--- config.mk ---
export PLATFORM = sky130hd
export DESIGN_NAME = rv_iopmp_tl_arbiter
export DESIGN_NICKNAME = d
export VERILOG_FILES = /design/src/rtl/rv_iopmp_pkg.sv /design/src/rtl/rv_iopmp_rr_arbiter.sv /design/src/rtl/rv_iopmp_tl_arbiter.sv
export SDC_FILE = /design/constraint.sdc
export NUM_CORES = 1
export LEC_CHECK = 0
export BUFFER_PORTS_ARGS = -buffer_cell sky130_fd_sc_hd__buf_2
export CAP_MARGIN = 20
export CORE_AREA = 2 2 165 167
export DETAILED_ROUTE_END_ITERATION = 10
export DIE_AREA = 0 0 167 169
export PLACE_DENSITY_LB_ADDON = 0.05
export REMOVE_ABC_BUFFERS = 1
export SLEW_MARGIN = 20
export SYNTH_ARGS = -nofsm -noshare
export SYNTH_HDL_FRONTEND = slang
export SYNTH_SLANG_ARGS = --single-unit
--- constraint.sdc ---
create_clock -name clk_i -period 2.4 [get_ports clk_i]
set_input_delay 0.48 -clock clk_i [delete_from_list [all_inputs] [get_ports clk_i]]
set_output_delay 0.48 -clock clk_i [all_outputs]
set_load 0.02 [all_outputs]
--- src/rtl/rv_iopmp_pkg.sv ---
// Shared IOPMP types: access kinds, transaction-arbiter FSM states and the
// bundled request record latched by rv_iopmp_tl_arbiter.
// The request record is sized for the widest supported configuration
// (64-bit address/length, up to 8-bit beat size, up to 16-bit source ID).
// Narrower configurations zero-extend into it.
package rv_iopmp_pkg;

  typedef enum logic [1:0] {
    ACCESS_NONE      = 2'b00,
    ACCESS_READ      = 2'b01,
    ACCESS_WRITE     = 2'b10,
    ACCESS_EXECUTION = 2'b11
  } access_t;

  typedef enum logic [1:0] {
    ARB_IDLE  = 2'b00,
    ARB_ISSUE = 2'b01,
    ARB_WAIT  = 2'b10
  } arb_state_e;

  localparam int unsigned TL_MAX_ADDR_W = 64;
  localparam int unsigned TL_MAX_NB_W   = 8;
  localparam int unsigned TL_MAX_SID_W  = 16;

  typedef struct packed {
    logic [TL_MAX_ADDR_W-1:0] addr;
    logic [TL_MAX_ADDR_W-1:0] total_length;
    logic [TL_MAX_NB_W-1:0]   num_bytes;
    logic [TL_MAX_SID_W-1:0]  sid;
    access_t                  access_type;
  } tl_req_t;

endpackage

--- src/rtl/rv_iopmp_rr_arbiter.sv ---
// Combinational round-robin grant: the first requester at or after the
// pointer wins, wrapping around to index 0.
module rv_iopmp_rr_arbiter #(
  parameter int unsigned N     = 2,
  parameter int unsigned IDX_W = 1
) (
  input  logic [N-1:0]     req_i,
  input  logic [IDX_W-1:0] rr_i,
  output logic [N-1:0]     gnt_o,
  output logic [IDX_W-1:0] idx_o,
  output logic             any_o
);

  logic [N-1:0] hi;
  logic [N-1:0] pick;

  // Prefer requests at/above the pointer; fall back to the lowest request overall.
  always_comb begin
    hi = '0;
    for (int i = 0; i < N; i++) begin
      hi[i] = req_i[i] && (IDX_W'(i) >= rr_i);
    end
    pick  = (|hi) ? hi : req_i;
    gnt_o = '0;
    idx_o = '0;
    for (int i = N - 1; i >= 0; i--) begin
      if (pick[i]) begin
        gnt_o    = '0;
        gnt_o[i] = 1'b1;
        idx_o    = IDX_W'(i);
      end
    end
    any_o = |req_i;
  end

endmodule

--- src/rtl/rv_iopmp_tl_arbiter.sv ---
// Round-robin arbiter sharing one IOPMP matching-logic instance among
// several data abstractors. One check is in flight at a time; the verdict
// is steered back only to the requester that owns it.
// Optional watchdog: define RV_IOPMP_ARB_TIMEOUT_EN to deny a check whose
// verdict has not arrived within TIMEOUT_CYCLES of entering WAIT.
module rv_iopmp_tl_arbiter
  import rv_iopmp_pkg::*;
#(
  parameter int unsigned NUMBER_TL_INSTANCES = 2,
  parameter int unsigned ADDR_WIDTH          = 64,
  parameter int unsigned DATA_WIDTH          = 64,
  parameter int unsigned SID_WIDTH           = 1,
  parameter int unsigned TIMEOUT_CYCLES      = 64,
  localparam int unsigned NB_W  = $clog2(DATA_WIDTH / 8) + 1,
  localparam int unsigned IDX_W = (NUMBER_TL_INSTANCES > 1) ? $clog2(NUMBER_TL_INSTANCES) : 1
) (
  input  logic                                           clk_i,
  input  logic                                           rst_ni,
  input  logic [NUMBER_TL_INSTANCES-1:0]                 req_transaction_en_i,
  input  logic [NUMBER_TL_INSTANCES-1:0][ADDR_WIDTH-1:0] req_addr_i,
  input  logic [NUMBER_TL_INSTANCES-1:0][ADDR_WIDTH-1:0] req_total_length_i,
  input  logic [NUMBER_TL_INSTANCES-1:0][NB_W-1:0]       req_num_bytes_i,
  input  logic [NUMBER_TL_INSTANCES-1:0][SID_WIDTH-1:0]  req_sid_i,
  input  access_t [NUMBER_TL_INSTANCES-1:0]              req_access_type_i,
  output logic [NUMBER_TL_INSTANCES-1:0]                 req_ready_o,
  output logic [NUMBER_TL_INSTANCES-1:0]                 req_valid_o,
  output logic [NUMBER_TL_INSTANCES-1:0]                 req_allow_transaction_o,
  output logic                                           ml_transaction_en_o,
  output logic [ADDR_WIDTH-1:0]                          ml_addr_o,
  output logic [ADDR_WIDTH-1:0]                          ml_total_length_o,
  output logic [NB_W-1:0]                                ml_num_bytes_o,
  output logic [SID_WIDTH-1:0]                           ml_sid_o,
  output access_t                                        ml_access_type_o,
  input  logic                                           ml_ready_i,
  input  logic                                           ml_valid_i,
  input  logic                                           ml_allow_transaction_i,
  input  logic                                           stall_i,
  output logic [IDX_W-1:0]                               grant_idx_o,
  output logic                                           busy_o,
  output logic                                           timeout_o
);

  localparam int unsigned N = NUMBER_TL_INSTANCES;

  arb_state_e       state_q, state_d;
  logic [IDX_W-1:0] rr_q;
  logic [IDX_W-1:0] gnt_q;
  tl_req_t          req_q;
  tl_req_t          req_sel_c;

  logic [N-1:0]     gnt_oh_c;
  logic [IDX_W-1:0] gnt_idx_c;
  logic             any_c;
  logic             grant_c;
  logic             issue_done_c;
  logic             verdict_c;
  logic             expire_c;
  logic [N-1:0]     owner_oh_c;
  logic             unused_pad;

  function automatic logic [IDX_W-1:0] rr_next(input logic [IDX_W-1:0] g);
    if (g == IDX_W'(N - 1)) return '0;
    return g + 1'b1;
  endfunction

  rv_iopmp_rr_arbiter #(
    .N     (N),
    .IDX_W (IDX_W)
  ) u_rr_arbiter (
    .req_i (req_transaction_en_i),
    .rr_i  (rr_q),
    .gnt_o (gnt_oh_c),
    .idx_o (gnt_idx_c),
    .any_o (any_c)
  );

  assign grant_c      = (state_q == ARB_IDLE) && any_c && !stall_i;
  assign issue_done_c = (state_q == ARB_ISSUE) && ml_ready_i;
  assign verdict_c    = (state_q == ARB_WAIT) && (ml_valid_i || expire_c);

`ifdef RV_IOPMP_ARB_TIMEOUT_EN
  localparam int unsigned CNT_W = $clog2(TIMEOUT_CYCLES) + 1;
  logic [CNT_W-1:0] wait_cnt_q;

  // A real verdict in the expiry cycle wins over the watchdog.
  assign expire_c = (state_q == ARB_WAIT) && !ml_valid_i &&
                    (wait_cnt_q == CNT_W'(TIMEOUT_CYCLES - 1));

  // Watchdog counter: cleared on entry to WAIT, counts every WAIT cycle.
  always_ff @(posedge clk_i or negedge rst_ni) begin
    if (!rst_ni) begin
      wait_cnt_q <= '0;
    end else if (issue_done_c) begin
      wait_cnt_q <= '0;
    end else if (state_q == ARB_WAIT) begin
      wait_cnt_q <= wait_cnt_q + 1'b1;
    end
  end
`else
  assign expire_c = 1'b0;
`endif

  // Field mux of the granted requester, widened into the shared record.
  always_comb begin
    req_sel_c = '0;
    for (int i = 0; i < N; i++) begin
      if (gnt_oh_c[i]) begin
        req_sel_c.addr         = TL_MAX_ADDR_W'(req_addr_i[i]);
        req_sel_c.total_length = TL_MAX_ADDR_W'(req_total_length_i[i]);
        req_sel_c.num_bytes    = TL_MAX_NB_W'(req_num_bytes_i[i]);
        req_sel_c.sid          = TL_MAX_SID_W'(req_sid_i[i]);
        req_sel_c.access_type  = req_access_type_i[i];
      end
    end
  end

  // State register and round-robin pointer; the pointer moves past the owner on each verdict.
  always_ff @(posedge clk_i or negedge rst_ni) begin
    if (!rst_ni) begin
      state_q <= ARB_IDLE;
      rr_q    <= '0;
    end else begin
      state_q <= state_d;
      if (verdict_c) rr_q <= rr_next(gnt_q);
    end
  end

  // Latched request and owner index, captured at grant and held through WAIT.
  always_ff @(posedge clk_i or negedge rst_ni) begin
    if (!rst_ni) begin
      req_q <= '0;
      gnt_q <= '0;
    end else if (grant_c) begin
      req_q <= req_sel_c;
      gnt_q <= gnt_idx_c;
    end
  end

  // Next-state logic.
  always_comb begin
    state_d = state_q;
    unique case (state_q)
      ARB_IDLE:  if (grant_c)    state_d = ARB_ISSUE;
      ARB_ISSUE: if (ml_ready_i) state_d = ARB_WAIT;
      ARB_WAIT:  if (verdict_c)  state_d = ARB_IDLE;
      default:                   state_d = ARB_IDLE;
    endcase
  end

  // Handshake outputs; verdicts are passed through combinationally to the owner only.
  always_comb begin
    req_ready_o             = '0;
    req_valid_o             = '0;
    req_allow_transaction_o = '0;
    ml_transaction_en_o     = 1'b0;
    timeout_o               = 1'b0;
    owner_oh_c              = '0;
    for (int i = 0; i < N; i++) begin
      owner_oh_c[i] = (gnt_q == IDX_W'(i));
    end
    // Requests held across reset must not see an acceptance pulse.
    if (grant_c && rst_ni) req_ready_o = gnt_oh_c;
    if (state_q == ARB_ISSUE) ml_transaction_en_o = 1'b1;
    if (verdict_c) begin
      req_valid_o             = owner_oh_c;
      req_allow_transaction_o = owner_oh_c & {N{ml_valid_i & ml_allow_transaction_i}};
      timeout_o               = expire_c;
    end
  end

  assign ml_addr_o         = req_q.addr[ADDR_WIDTH-1:0];
  assign ml_total_length_o = req_q.total_length[ADDR_WIDTH-1:0];
  assign ml_num_bytes_o    = req_q.num_bytes[NB_W-1:0];
  assign ml_sid_o          = req_q.sid[SID_WIDTH-1:0];
  assign ml_access_type_o  = req_q.access_type;
  assign grant_idx_o       = gnt_q;
  assign busy_o            = (state_q != ARB_IDLE);

  // Record bits above the configured widths never leave the block.
  assign unused_pad = ^req_q;

endmodule

==> impl_results.md <==
* Fmax at 453 MHz
* Total track usage at 17.4%
* Detail-routed via count per cell at 4.89
* Layout Skew at 14.7 ps
* Worst-Skew Late Latency at around 410 ps
* Die Y at 169 microns
* Finished Cell Area at just over 9000 sq um
* Unique masters post-synth at 26
* Io pins at between 400 and 500
* Final ANT Viol Nets at 0
* Area of the multi-input gates at 2370 sq um
* Worst-Margin Slew at approximately 590 ps
* Cts bufs inserted at 17
* Pwr dens at ~1300 nW/um^2
* Kind of critical path: flop to output pin
* Max_cap viols at 0
* Arrival @ worst endpoint at 1730 ps
* Core region area at about 27000 sq um
* CP startpoint: state_q[0]
* DR DRC count at 0
* Congestion Overflow GR at 0
* Synthesized instance count at 492
* Largest net degree at the start of global routing at 136
* Crit start category: flop
* First-pass GRT wire length at 38000 microns
* Sequential cell area at about 3500 sq um
* Commonest non-fill, non-tap cells in the layout: buf_2, dfrtp_1, and3_1, a221o_1, clkbuf_16
* Unrepaired setup endpoints after global routing: false
* Vias at 6082
* CP delay by family, top: simple AND/OR/NAND/NOR gates
* Hpwl dp at ~18000 microns
* Total power at approximately 12000 uW
* CTS max path bufs at 2
* CP Data Required Time at 1920 ps
* Placed cell area at between 8000 and 9000 sq um
* Hold Crit Class: primary input to flop
* DRT iter0 DRCs at 273
* Minimum clock period at 2210 ps
* Final Hold Vio Count at 0
* Clk slew on worst S/H paths at approximately 70 ps
* Register area share after synthesis at 56.6%
* Most common cell after layout, fill and taps aside: buf_2
* Slew margin rel. at between 60% and 70%
* Yosys warns at 0
* Average size of a mapped cell at ~12 sq um
* Crit. End Element: output pin
* Register bit total from synthesis at 139
* CP Max Fanout at 5
* Synth Cell Area at 6150 sq um
* CTS tree: yes
* Final setup vio count at 0
* Largest stage delay, worst path at 440 ps
* FF-to-FF Start: state_q[0]
* Slowest stage cell, crit path: dfrtp_1
* Syn-to-layout area delta at 48.2%
* Outcome: finished clean
* Period utilization at about nine tenths
* FP Rows at 60
* Layout cells sized above 1 at between 50% and 60%
* Horiz. Die Dim at 167 microns
* Worst VDD drop at 0.502 mV
* H-tree depth at 4
* IO buf count at approximately 420
* # fillers at 2758
* DR pass1 iterations at 4
* Vias in the first global route at 6238
* Root Buffer: clkbuf_16
* Critical path, cell by cell: nor3_4 -> buf_4 -> and3_1 -> buf_2
* Die Area at 28200 sq um
* Leak pwr at 0.00514 uW
* Routed WL at 25500 microns
* Post-DR wirelength/cell at around 20 microns
* Initial Utilization at 23.2%
* Clock sink total at around 140
* RePlAce Congestion at 0.806
* Buf+Inv Stages, Crit Path at 2
* Initial antenna violation count at 5
* Final #Nets at 1166
* Max-slew violations at 0
* Hold path start: ml_ready_i
-- registers in the layout, summed over array words and instances (netlist names) --
name / flops
rr_q: 1
ml_total_length_o: 64
ml_sid_o: 1
ml_access_type_o: 2
grant_idx_o: 1
ml_num_bytes_o: 4
state_q: 2
ml_addr_o: 64
-- layout make-up --
| cell class | count | share of cell area (%) |
|---|---|---|
| Tap cell | 341 | 4.68 |
| Antenna cell | 3 | 0.0824 |
| Clock inverter | 12 | 1.00 |
| Inverter | 2 | 0.0824 |
| Clock buffer | 20 | 4.79 |
| Sequential cell | 139 | 38.2 |
| Timing Repair Buffer | 437 | 25.2 |
| Multi-Input combinational cell | 291 | 26.0 |
-- routing by layer --
| metal | global-route usage, % | up-vias | share of wire (%) |
|---|---|---|---|
| met5 | 0 | - | 0.027 |
| met4 | 5.10 | 2 | 1.8 |
| met3 | 6.48 | 22 | 9.2 |
| met2 | 28.8 | 298 | 49 |
| met1 | 21.3 | 2975 | 40 |
| li1 | - | 2785 | - |
-- synth_stat cells --
| library cell | count | area (sq um) |
|---|---|---|
| and2_1 | 2 | 12.5 |
| nand3b_1 | 1 | 7.51 |
| a221o_1 | 134 | 1340 |
| and4b_1 | 1 | 10.0 |
| inv_1 | 2 | 7.51 |
| nor2b_2 | 1 | 8.76 |
| a22o_1 | 1 | 8.76 |
| nor3_2 | 1 | 10.0 |
| dfrtp_1 | 139 | 3480 |
| clkbuf_1 | 27 | 101 |
| nor2_1 | 3 | 11.3 |
| and3_1 | 135 | 845 |
| buf_4 | 4 | 30.0 |
| o21ai_0 | 1 | 5.00 |
| o2bb2ai_1 | 1 | 8.76 |
| o21ai_2 | 1 | 8.76 |
| or2_2 | 1 | 6.26 |
| mux2_1 | 1 | 11.3 |
| buf_6 | 7 | 78.8 |
| nand2b_1 | 1 | 6.26 |
| nand2_1 | 1 | 3.75 |
| a21boi_2 | 1 | 11.3 |
| buf_2 | 22 | 110 |
| and3b_1 | 1 | 8.76 |
| conb_1 | 1 | 3.75 |
| a21o_1 | 2 | 15.0 |
-- where the power goes --
part	leakage [uW]	internal [uW]	switching (uW)
sequential	0.00172	3450	661
combinational	0.00317	2080	3100
clock	0.000244	1330	1100
total	0.00514	6860	4860
-- cells by family (layout without fill, tap and decap cells) --
kind of cell / after synthesis / count (layout) / share of synthesized area [%]
AOI/OAI and AO/OA: 141 / 141 / 22.7
other: 1 / 4 / 0.0610
and+or+nand+nor: 148 / 148 / 15.1
muxes: 1 / 1 / 0.183
buffers and inverters: 62 / 471 / 5.33
DFF: 139 / 139 / 56.6
-- worst paths after layout --
kind,endpoint,slack (ps),cells past startpoint
hold / removal,state_q[0],280,2
setup / recovery,req_ready_o[0],190,4
max in group asynchronous,ml_addr_o[29],830,4
hold reg to reg,ml_addr_o[17],490,1
min in group asynchronous,ml_addr_o[21],430,2
setup reg to reg,ml_total_length_o[18],350,6
-- through the flow --
stage | cells | util [%] | hold WS, ps | TNS [ps] | setup WS, ps
6_report | 1245 | 34.4 | 281 | 0 | 192
5_1_grt | 1245 | 34.4 | 248 | 0 | 30.4
4_1_cts | 1242 | 34.4 | 253 | 0 | 87.4
3_5_place_dp | 1207 | 32.3 | 289 | 0 | 252
3_3_place_gp | 1207 | 32.3 | 288 | 0 | 255
2_1_floorplan | 432 | - | 184 | -578450 | -4310
-- timing repair --
| action | 4_1_cts | 5_1_grt |
|---|---|---|
| gates resized for setup | 0 | 0 |
| hold endpoints to repair | 1 | 0 |
| hold buffers | 1 | 0 |
| endpoints found under the setup margin | 1 | 0 |
| setup buffers | 2 | 0 |
Note: power is estimated with default switching activity, not from simulation.
